**src/rtl/result_ram_arbiter.sv**
```systemverilog
// result_ram_arbiter
//   Shares the single-port result SRAM (1-cycle read latency) between the
//   writeback unit (bursts of BURST_LEN writes) and a host read port (single
//   words). Arbitration is per burst, round-robin. Drives all SRAM pins.
//
// Ports
//   clk, rst          clock (rising edge), asynchronous active-low reset
//   wb_req_i          wb burst request, level, held until wb_gnt_o
//   wb_gnt_o          high for the whole granted burst
//   wb_en_i           write beat valid (honoured only while wb_gnt_o=1)
//   wb_addr_i/data_i  beat address / data
//   wb_abort_o        1-cycle pulse when a burst ends on the gap timeout
//   rd_req_i/addr_i   host read request and address, held until rd_gnt_o
//   rd_gnt_o          1-cycle pulse, same cycle as the accepted request
//   rd_valid_o        1-cycle pulse, rd_data_o holds the read word
//   rd_data_o         registered read data, held until the next read returns
//   ram_*_o/ram_rdata_i  SRAM macro interface
//   busy_o            not idle, or a read still in flight
//   err_proto_o       sticky: wb_en_i seen outside a grant
//
// state | meaning
// ------+---------------------------------------------------------------
// IDLE  | no owner; arbitrates, one bubble cycle between any two grants
// WB    | writeback unit owns the RAM, beats pass straight through
// RD    | single read access at the captured host address

module result_ram_arbiter #(
    parameter int DATA_W    = 32,
    parameter int ADDR_W    = 4,
    parameter int BURST_LEN = 4,
    parameter int MAX_GAP   = 8
) (
    input  logic              clk,
    input  logic              rst,
    input  logic              wb_req_i,
    output logic              wb_gnt_o,
    input  logic              wb_en_i,
    input  logic [ADDR_W-1:0] wb_addr_i,
    input  logic [DATA_W-1:0] wb_data_i,
    output logic              wb_abort_o,
    input  logic              rd_req_i,
    input  logic [ADDR_W-1:0] rd_addr_i,
    output logic              rd_gnt_o,
    output logic              rd_valid_o,
    output logic [DATA_W-1:0] rd_data_o,
    output logic              ram_en_o,
    output logic              ram_we_o,
    output logic [ADDR_W-1:0] ram_addr_o,
    output logic [DATA_W-1:0] ram_wdata_o,
    input  logic [DATA_W-1:0] ram_rdata_i,
    output logic              busy_o,
    output logic              err_proto_o
);

    localparam int BEAT_W = $clog2(BURST_LEN + 1);
    localparam int GAP_W  = $clog2(MAX_GAP + 1);
    localparam logic [BEAT_W-1:0] BEAT_LAST = BEAT_W'(BURST_LEN - 1);
    localparam logic [GAP_W-1:0]  GAP_LAST  = GAP_W'(MAX_GAP - 1);

    typedef enum logic [1:0] {
        ST_IDLE = 2'd0,
        ST_WB   = 2'd1,
        ST_RD   = 2'd2
    } state_t;

    state_t              state_q, state_d;
    logic                last_wb_q, last_wb_d;
    logic [ADDR_W-1:0]   rd_addr_q, rd_addr_d;
    logic [BEAT_W-1:0]   beat_cnt_q, beat_cnt_d;
    logic [GAP_W-1:0]    gap_cnt_q, gap_cnt_d;
    logic                rd_pend_q;
    logic                rd_valid_q;
    logic [DATA_W-1:0]   rd_data_q;
    logic                err_proto_q;

    logic grant_wb, grant_rd, beat_last, gap_hit;

    // Round-robin tie-break: on a collision the side not served last wins.
    assign grant_wb  = wb_req_i && (!rd_req_i || !last_wb_q);
    assign grant_rd  = rd_req_i && (!wb_req_i ||  last_wb_q);
    assign beat_last = wb_en_i  && (beat_cnt_q == BEAT_LAST);
    assign gap_hit   = !wb_en_i && (gap_cnt_q == GAP_LAST);

    // State register
    always_ff @(posedge clk or negedge rst) begin
        if (!rst) begin
            state_q <= ST_IDLE;
        end else begin
            state_q <= state_d;
        end
    end

    // Next-state logic
    always_comb begin
        state_d = state_q;
        case (state_q)
            ST_IDLE: begin
                if (grant_wb) begin
                    state_d = ST_WB;
                end else if (grant_rd) begin
                    state_d = ST_RD;
                end
            end
            ST_WB: begin
                if (beat_last || gap_hit) begin
                    state_d = ST_IDLE;
                end
            end
            ST_RD:   state_d = ST_IDLE;
            default: state_d = ST_IDLE;
        endcase
    end

    // Output logic
    always_comb begin
        wb_gnt_o    = 1'b0;
        wb_abort_o  = 1'b0;
        rd_gnt_o    = 1'b0;
        ram_en_o    = 1'b0;
        ram_we_o    = 1'b0;
        ram_addr_o  = '0;
        ram_wdata_o = '0;
        case (state_q)
            ST_IDLE: begin
                // rd_gnt is combinational from rd_req; gate it so every output
                // is low while reset is held.
                rd_gnt_o = rst && grant_rd;
            end
            ST_WB: begin
                wb_gnt_o   = 1'b1;
                wb_abort_o = gap_hit;
                if (wb_en_i) begin
                    ram_en_o    = 1'b1;
                    ram_we_o    = 1'b1;
                    ram_addr_o  = wb_addr_i;
                    ram_wdata_o = wb_data_i;
                end
            end
            ST_RD: begin
                ram_en_o   = 1'b1;
                ram_addr_o = rd_addr_q;
            end
            default: ;
        endcase
    end

    // Burst counters are held at zero outside WB, so they are clear on entry.
    always_comb begin
        beat_cnt_d = '0;
        gap_cnt_d  = '0;
        if (state_q == ST_WB) begin
            if (wb_en_i) begin
                beat_cnt_d = beat_cnt_q + 1'b1;
            end else begin
                beat_cnt_d = beat_cnt_q;
                gap_cnt_d  = gap_cnt_q + 1'b1;
            end
        end
    end

    always_comb begin
        last_wb_d = last_wb_q;
        rd_addr_d = rd_addr_q;
        if (state_q == ST_IDLE) begin
            if (grant_wb) begin
                last_wb_d = 1'b1;
            end else if (grant_rd) begin
                last_wb_d = 1'b0;
                rd_addr_d = rd_addr_i;
            end
        end
    end

    // Read return: access in RD, RAM data valid the next cycle (rd_pend),
    // registered into rd_data with rd_valid one cycle after that.
    always_ff @(posedge clk or negedge rst) begin
        if (!rst) begin
            last_wb_q   <= 1'b0;
            rd_addr_q   <= '0;
            beat_cnt_q  <= '0;
            gap_cnt_q   <= '0;
            rd_pend_q   <= 1'b0;
            rd_valid_q  <= 1'b0;
            rd_data_q   <= '0;
            err_proto_q <= 1'b0;
        end else begin
            last_wb_q   <= last_wb_d;
            rd_addr_q   <= rd_addr_d;
            beat_cnt_q  <= beat_cnt_d;
            gap_cnt_q   <= gap_cnt_d;
            rd_pend_q   <= (state_q == ST_RD);
            rd_valid_q  <= rd_pend_q;
            if (rd_pend_q) begin
                rd_data_q <= ram_rdata_i;
            end
            err_proto_q <= err_proto_q || (wb_en_i && (state_q != ST_WB));
        end
    end

    assign rd_valid_o  = rd_valid_q;
    assign rd_data_o   = rd_data_q;
    assign busy_o      = (state_q != ST_IDLE) || rd_pend_q;
    assign err_proto_o = err_proto_q;

endmodule

```
**config.mk**
```make
export PLATFORM = sky130hd
export DESIGN_NAME = result_ram_arbiter
export DESIGN_NICKNAME = d
export VERILOG_FILES = /design/src/rtl/result_ram_arbiter.sv
export SDC_FILE = /design/constraint.sdc
export NUM_CORES = 1
export LEC_CHECK = 0
export BUFFER_PORTS_ARGS = -buffer_cell sky130_fd_sc_hd__buf_2
export CORE_ASPECT_RATIO = 1.25
export CORE_UTILIZATION = 38
export DETAILED_ROUTE_END_ITERATION = 10
export MAX_ROUTING_LAYER = met4
export PLACE_DENSITY_LB_ADDON = 0.15
export SKIP_LAST_GASP = 1
export SLEW_MARGIN = 20
export SYNTH_ARGS = -nofsm -noshare
export SYNTH_HDL_FRONTEND = slang
export SYNTH_SLANG_ARGS = --single-unit
```
**constraint.sdc**
```tcl
create_clock -name clk -period 1.4 [get_ports clk]
set_clock_uncertainty 0.05 [all_clocks]
set_input_delay 0.14 -clock clk [delete_from_list [all_inputs] [get_ports clk]]
set_output_delay 0.14 -clock clk [all_outputs]
set_load 0.02 [all_outputs]
```
==> results of run 1 <==
==> cell usage in the layout, fill, tap and decap left out, types with 5 or more instances in the layout <==
cell type    n
buf_4       19
dfrtp_1     49
buf_2      145
nand2_1      9
and3_4      10
inv_1        5
clkbuf_8     7
mux2_2      32
buf_6        8
and3_1      22
==> area by class of cell <==
cell class                      instances  area (um^2)  area share
Clock buffer                            7         96.3      0.0263
Timing Repair Buffer                  175         1010       0.275
Sequential cell                        49         1230       0.335
Multi-Input combinational cell        122         1200       0.327
Tap cell                               82          103      0.0280
Inverter                                7         26.3     0.00718
Clock inverter                          1         5.00     0.00137
==> sequential cells by signal (all words and copies together), names as in the netlist <==
name / count
last_wb_q: 1
rd_valid_o: 1
state_q: 2
rd_addr_q: 4
gap_cnt_q: 4
err_proto_o: 1
rd_data_o: 32
beat_cnt_q: 3
rd_pend_q: 1
==> worst max-delay path, delay by kind of cell, from the launching register on <==
family | cells | cell delay, ns
adder cells (fa/ha/maj) | 1 | 0.22
AND/OR/NAND/NOR | 1 | 0.18
buffers and inverters | 3 | 0.42
flip-flops | 1 | 0.40
==> worst paths after layout <==
| path | endpoint | cells after the start |
|---|---|---|
| max | ram_wdata_o[28] | 5 |
| min | rd_data_o[17] | 2 |
| max in group asynchronous | rd_data_o[31] | 3 |
| max reg2reg | state_q[0] | 7 |
| min reg2reg | gap_cnt_q[0] | 1 |
| min in group asynchronous | rd_data_o[27] | 3 |
==> cell families after synthesis <==
logic type	after synthesis	synth area share
AO/OA/AOI/OAI	15	0.0522
flip-flops	49	0.527
multiplexers	36	0.174
AND/OR/NAND/NOR	61	0.151
adder cells (fa/ha/maj)	8	0.0431
XOR/XNOR	2	0.00754
buffers and inverters	19	0.0447
==> timing repair <==
item,in CTS,in global routing
hold buffers,1,0
resized for setup,13,22
hold endpoints to repair,49,0
buffers inserted,4,4
endpoints found under the setup margin,47,51
pin swaps,4,4
==> metrics by stage <==
step           worst slack (ns)  setup TNS, ns  cells  total power [W]
2_1_floorplan          -0.00790        -0.0316    190          0.00489
3_3_place_gp            -0.0184        -0.0720    426          0.00609
3_5_place_dp            -0.0393         -0.222    426          0.00618
4_1_cts                  -0.329         -12.84    439          0.00731
5_1_grt                  -0.393         -16.28    443          0.00795
6_report                 -0.313         -12.69    443          0.00749
==> metal layers <==
layer,part of all wire,GRT usage,up-vias
met5,0,-,-
met4,0.015,0.0660,0
met3,0.075,0.0361,8
met2,0.50,0.332,115
met1,0.41,0.191,965
li1,-,-,1012
==> power groups by stage <==
stage / Combinational, W / Clock (W) / Sequential [W]
6_report: 0.00423 / 0.000896 / 0.00237
5_1_grt: 0.00452 / 0.000976 / 0.00246
4_1_cts: 0.00400 / 0.000930 / 0.00237
3_5_place_dp: 0.00379 / 0 / 0.00239
3_3_place_gp: 0.00373 / 0 / 0.00236
2_1_floorplan: 0.00190 / 0 / 0.00299
==> reports/qor.csv, run 1 <==
metric;value;unit
status;complete, but fails checks;
violations;setup timing;
numCtsBuffers;5;
num-fill-cells;472;
critPathRequiredTime;1.21;ns
wl_per_cell;13.0;um
startpoint_type;flop;
grtUsageTotal;0.180;
hold_start;ram_rdata_i[17];
powerDensity;2050;nW/um^2
p_sw;0.00292;W
yosysWarnings;0;
cts_tree;built;
synth-edff-count;0;
r2r-start;state_q[0];
r2r_slack;-0.17;ns
p_clk_frac;0.120;
yosys.cell_count.top_type;dfrtp_1;
drc;0;
fin_crit_sh;1.22;
async_reset_ff_frac;1.00;
path_max_fanout;17;
row_count;31;
die_area;6440;um^2
synth.net_count;275;
synth_top_cell_by_area;dfrtp_1;
end_kind;output port;
p_seq_frac;0.317;
cts_root_buffer;clkbuf_8;
seq_area_frac_synth;0.527;
syn_to_final_growth;57.5;%
ys_seq_elements;49;
grt_pass1_wl;8680;um
diodes;0;
antenna_found_initial;0;
vias;2100;
cp.arrival;1.52;ns
io_pins;153;
vias_per_cell;4.74;
fin_crit;1.71;ns
die_height;89.5;um
hold_class;primary input to flop;
drive_above_1_share;0.698;
yosysUniqueCellTypes;32;
fmax;0.584;GHz
clkLatencyLatePin;0.30;ns
synth_area;2320;um^2
synthCells;190;
final_util;0.625;
drt-initial-drc-count;38;
ir_drop;1300;uV
grt_pass1_vias;2001;
setup_viol;52;
synth.area.top_cells;dfrtp_1 (53%), mux2_2 (17%), and3_1 (8.6%), ha_1 (4.3%), a32oi_1 (1.9%);
netlist_top_cells_count;dfrtp_1 (49), mux2_2 (36), and3_1 (32);
ant_nets;0;
synth.avg_cell_area;12.2;um^2
h-tree-depth;2;
path_clk_slew;0.09;ns
critPathMaxStageDelay;0.40;ns
synth_top_area_share;0.527;
critPathKind;flop to output port;
power.internal;0.00457;W
synthFlopType;dfrtp_1;
cp_slowest_cell;dfrtp_1;
relSlewSlack;0.591;
worst_slack;-0.313;ns
place_congestion;0.762;
grt_max_degree;50;
switching_share;0.390;
tightest_slew;0.614;ns
maxSlewViolCount;0;
port_buffers;152;
start_util;0.397;
die_w;72.0;um
hold_viol;0;
comb_power_share;0.564;
final_area;3660;um^2
holdWs;0.0147;ns
dr.pass1.iters;4;
clockBufferDepth;2;
grt_overflow;0;
rsz0062_at_grt;yes;
dp_hpwl;4370;um
routed_wl;5770;um
coreArea;5860;um^2
cap_violations;0;
crit_path_cell_trace;inv_2 > ha_4 > buf_12 > and3_4 > buf_2;
place_area;3330;um^2
critical_path.startpoint;state_q[1];
num-nets-final;445;
cts.sinks;49;
p_leak;1.94;nW
Power figures use the tool's default switching activity.
==> inputs of run 2 (changes only) <==
--- a/config.mk
+++ b/config.mk
@@ -11,6 +11,7 @@
 export DETAILED_ROUTE_END_ITERATION = 10
 export MAX_ROUTING_LAYER = met4
 export PLACE_DENSITY_LB_ADDON = 0.15
+export SKIP_CTS_REPAIR_TIMING = 1
 export SKIP_LAST_GASP = 1
 export SLEW_MARGIN = 20
 export SYNTH_ARGS = -nofsm -noshare
==> constraint.sdc (replaced) <==
create_clock -name clk -period 1.4 [get_ports clk]
set_clock_uncertainty 0.05 [all_clocks]
set_input_delay 0.07 -clock clk [delete_from_list [all_inputs] [get_ports clk]]
set_output_delay 0.07 -clock clk [all_outputs]
set_load 0.02 [all_outputs]
==> reports/qor.csv, run 2 (synthesis gave the netlist of run 1 again) <==
metric;value;unit
setup_viol;48;
tightest_slew;0.627;ns
drt-initial-drc-count;61;
drc;0;
clkLatencyLatePin;0.30;ns
hold_viol;0;
setup_tns;-8.47;ns
routed_wl;6360;um
ant_nets;0;
antenna_found_initial;0;
drive_above_1_share;0.620;
row_count;31;
cap_violations;0;
die_w;72.0;um
coreArea;5860;um^2
dpl.cell_count;425;
grt_max_degree;50;
holdWs;0.0345;ns
vias_per_cell;4.70;
h-tree-depth;2;
cp.arrival;1.54;ns
port_buffers;152;
path_clk_slew;0.09;ns
p_leak;2.08;nW
place_ws;-0.0957;ns
powerDensity;1880;nW/um^2
crit_top_cell;buf_6;
relSlewSlack;0.582;
violations;setup timing;
place_congestion;0.802;
status;complete, but fails checks;
end_kind;output port;
worst_slack;-0.255;ns
ir_drop;1010;uV
fin_crit_sh;1.18;
startpoint_type;flop;
dp_hpwl;4330;um
critPathKind;flop to output port;
rsz0062_at_grt;yes;
io_pins;153;
r2r_end;rd_addr_q[3];
whs_path_depth;3;
worstHoldEndpoint;last_wb_q;
numCtsBuffers;5;
largest_reg_flops;32;
cts.sinks;49;
crit_path_cell_trace;inv_2 > ha_4 > buf_6 > a32oi_1 > nor2b_2 > buf_6;
place_area;3260;um^2
r2r-start;state_q[0];
grtUsageTotal;0.180;
syn_to_final_growth;69.5;%
wl_per_cell;13.3;um
r2r_slack;-0.10;ns
dr.pass1.iters;4;
grt_pass1_wl;8600;um
hold_class;primary input to flop;
hold_start;wb_req_i;
crit_buf_inv;3;
start_util;0.397;
crit_family;flip-flops;
num-nets-final;479;
critPathMaxStageDelay;0.40;ns
die_area;6440;um^2
grt_pass1_vias;1916;
cp_slowest_cell;dfrtp_1;
final_area;3940;um^2
grt_overflow;0;
die_height;89.5;um
clockBufferDepth;2;
cts_root_buffer;clkbuf_8;
critPathRequiredTime;1.28;ns
path_max_fanout;6;
fmax;0.604;GHz
cts_tree;built;
reg2regPathDepth;6;
final_cell_mix;buf_2 (133), dfrtp_1 (48), dlygate4sd3_1 (37), mux2_2 (32), buf_4 (29);
fin_crit;1.66;ns
maxSlewViolCount;0;
final_cell_count_no_fill;477;
diodes;0;
num-fill-cells;464;
vias;2241;
final_common_cell;buf_2;
[run 2: power breakdown]
group          total, W  internal [W]  switching [W]
Combinational   0.00413       0.00203        0.00209
Sequential      0.00239       0.00205       0.000339
Clock          0.000898      0.000402       0.000496
[run 2: per-layer routing]
metal | share of wire | GRT usage
met2 | 0.53 | 0.320
met5 | 0 | -
met3 | 0.071 | 0.0507
met4 | 0.0083 | 0.0481
met1 | 0.39 | 0.199
[run 2: final cells by class]
class	count	area, um^2	area share
clock buffers	6	82.6	0.0210
clock inverters	2	13.8	0.00349
inverters	7	26.3	0.00667
multi-input cells	122	1110	0.283
flip-flops and latches	49	1230	0.311
well taps	82	103	0.0260
repair buffers	209	1380	0.349
[run 2: worst min-delay path: stages]
cell and delay [ns]:
buf_2 0.13, nand2_1 0.07, o21ai_0 0.08
[run 2: worst max path at each step]
stage                           from            end  cells past startpoint  slack [ns]
after floorplan           state_q[0]   rd_addr_q[0]                      5       -0.03
after global placement    state_q[0]   rd_addr_q[1]                      5       -0.06
after detailed placement  state_q[0]   rd_addr_q[1]                      5        -0.1
after CTS                 state_q[0]       rd_gnt_o                      6       -0.37
after global routing      state_q[1]  ram_addr_o[2]                      6       -0.32
final                     state_q[1]  ram_addr_o[2]                      6       -0.26
[run 2: through the flow]
step                      power [W]  utilization
after detailed placement    0.00602        0.556
after global routing        0.00788        0.673
after floorplan             0.00476            -
after CTS                   0.00693        0.572
after global placement      0.00595        0.556
final                       0.00741        0.673
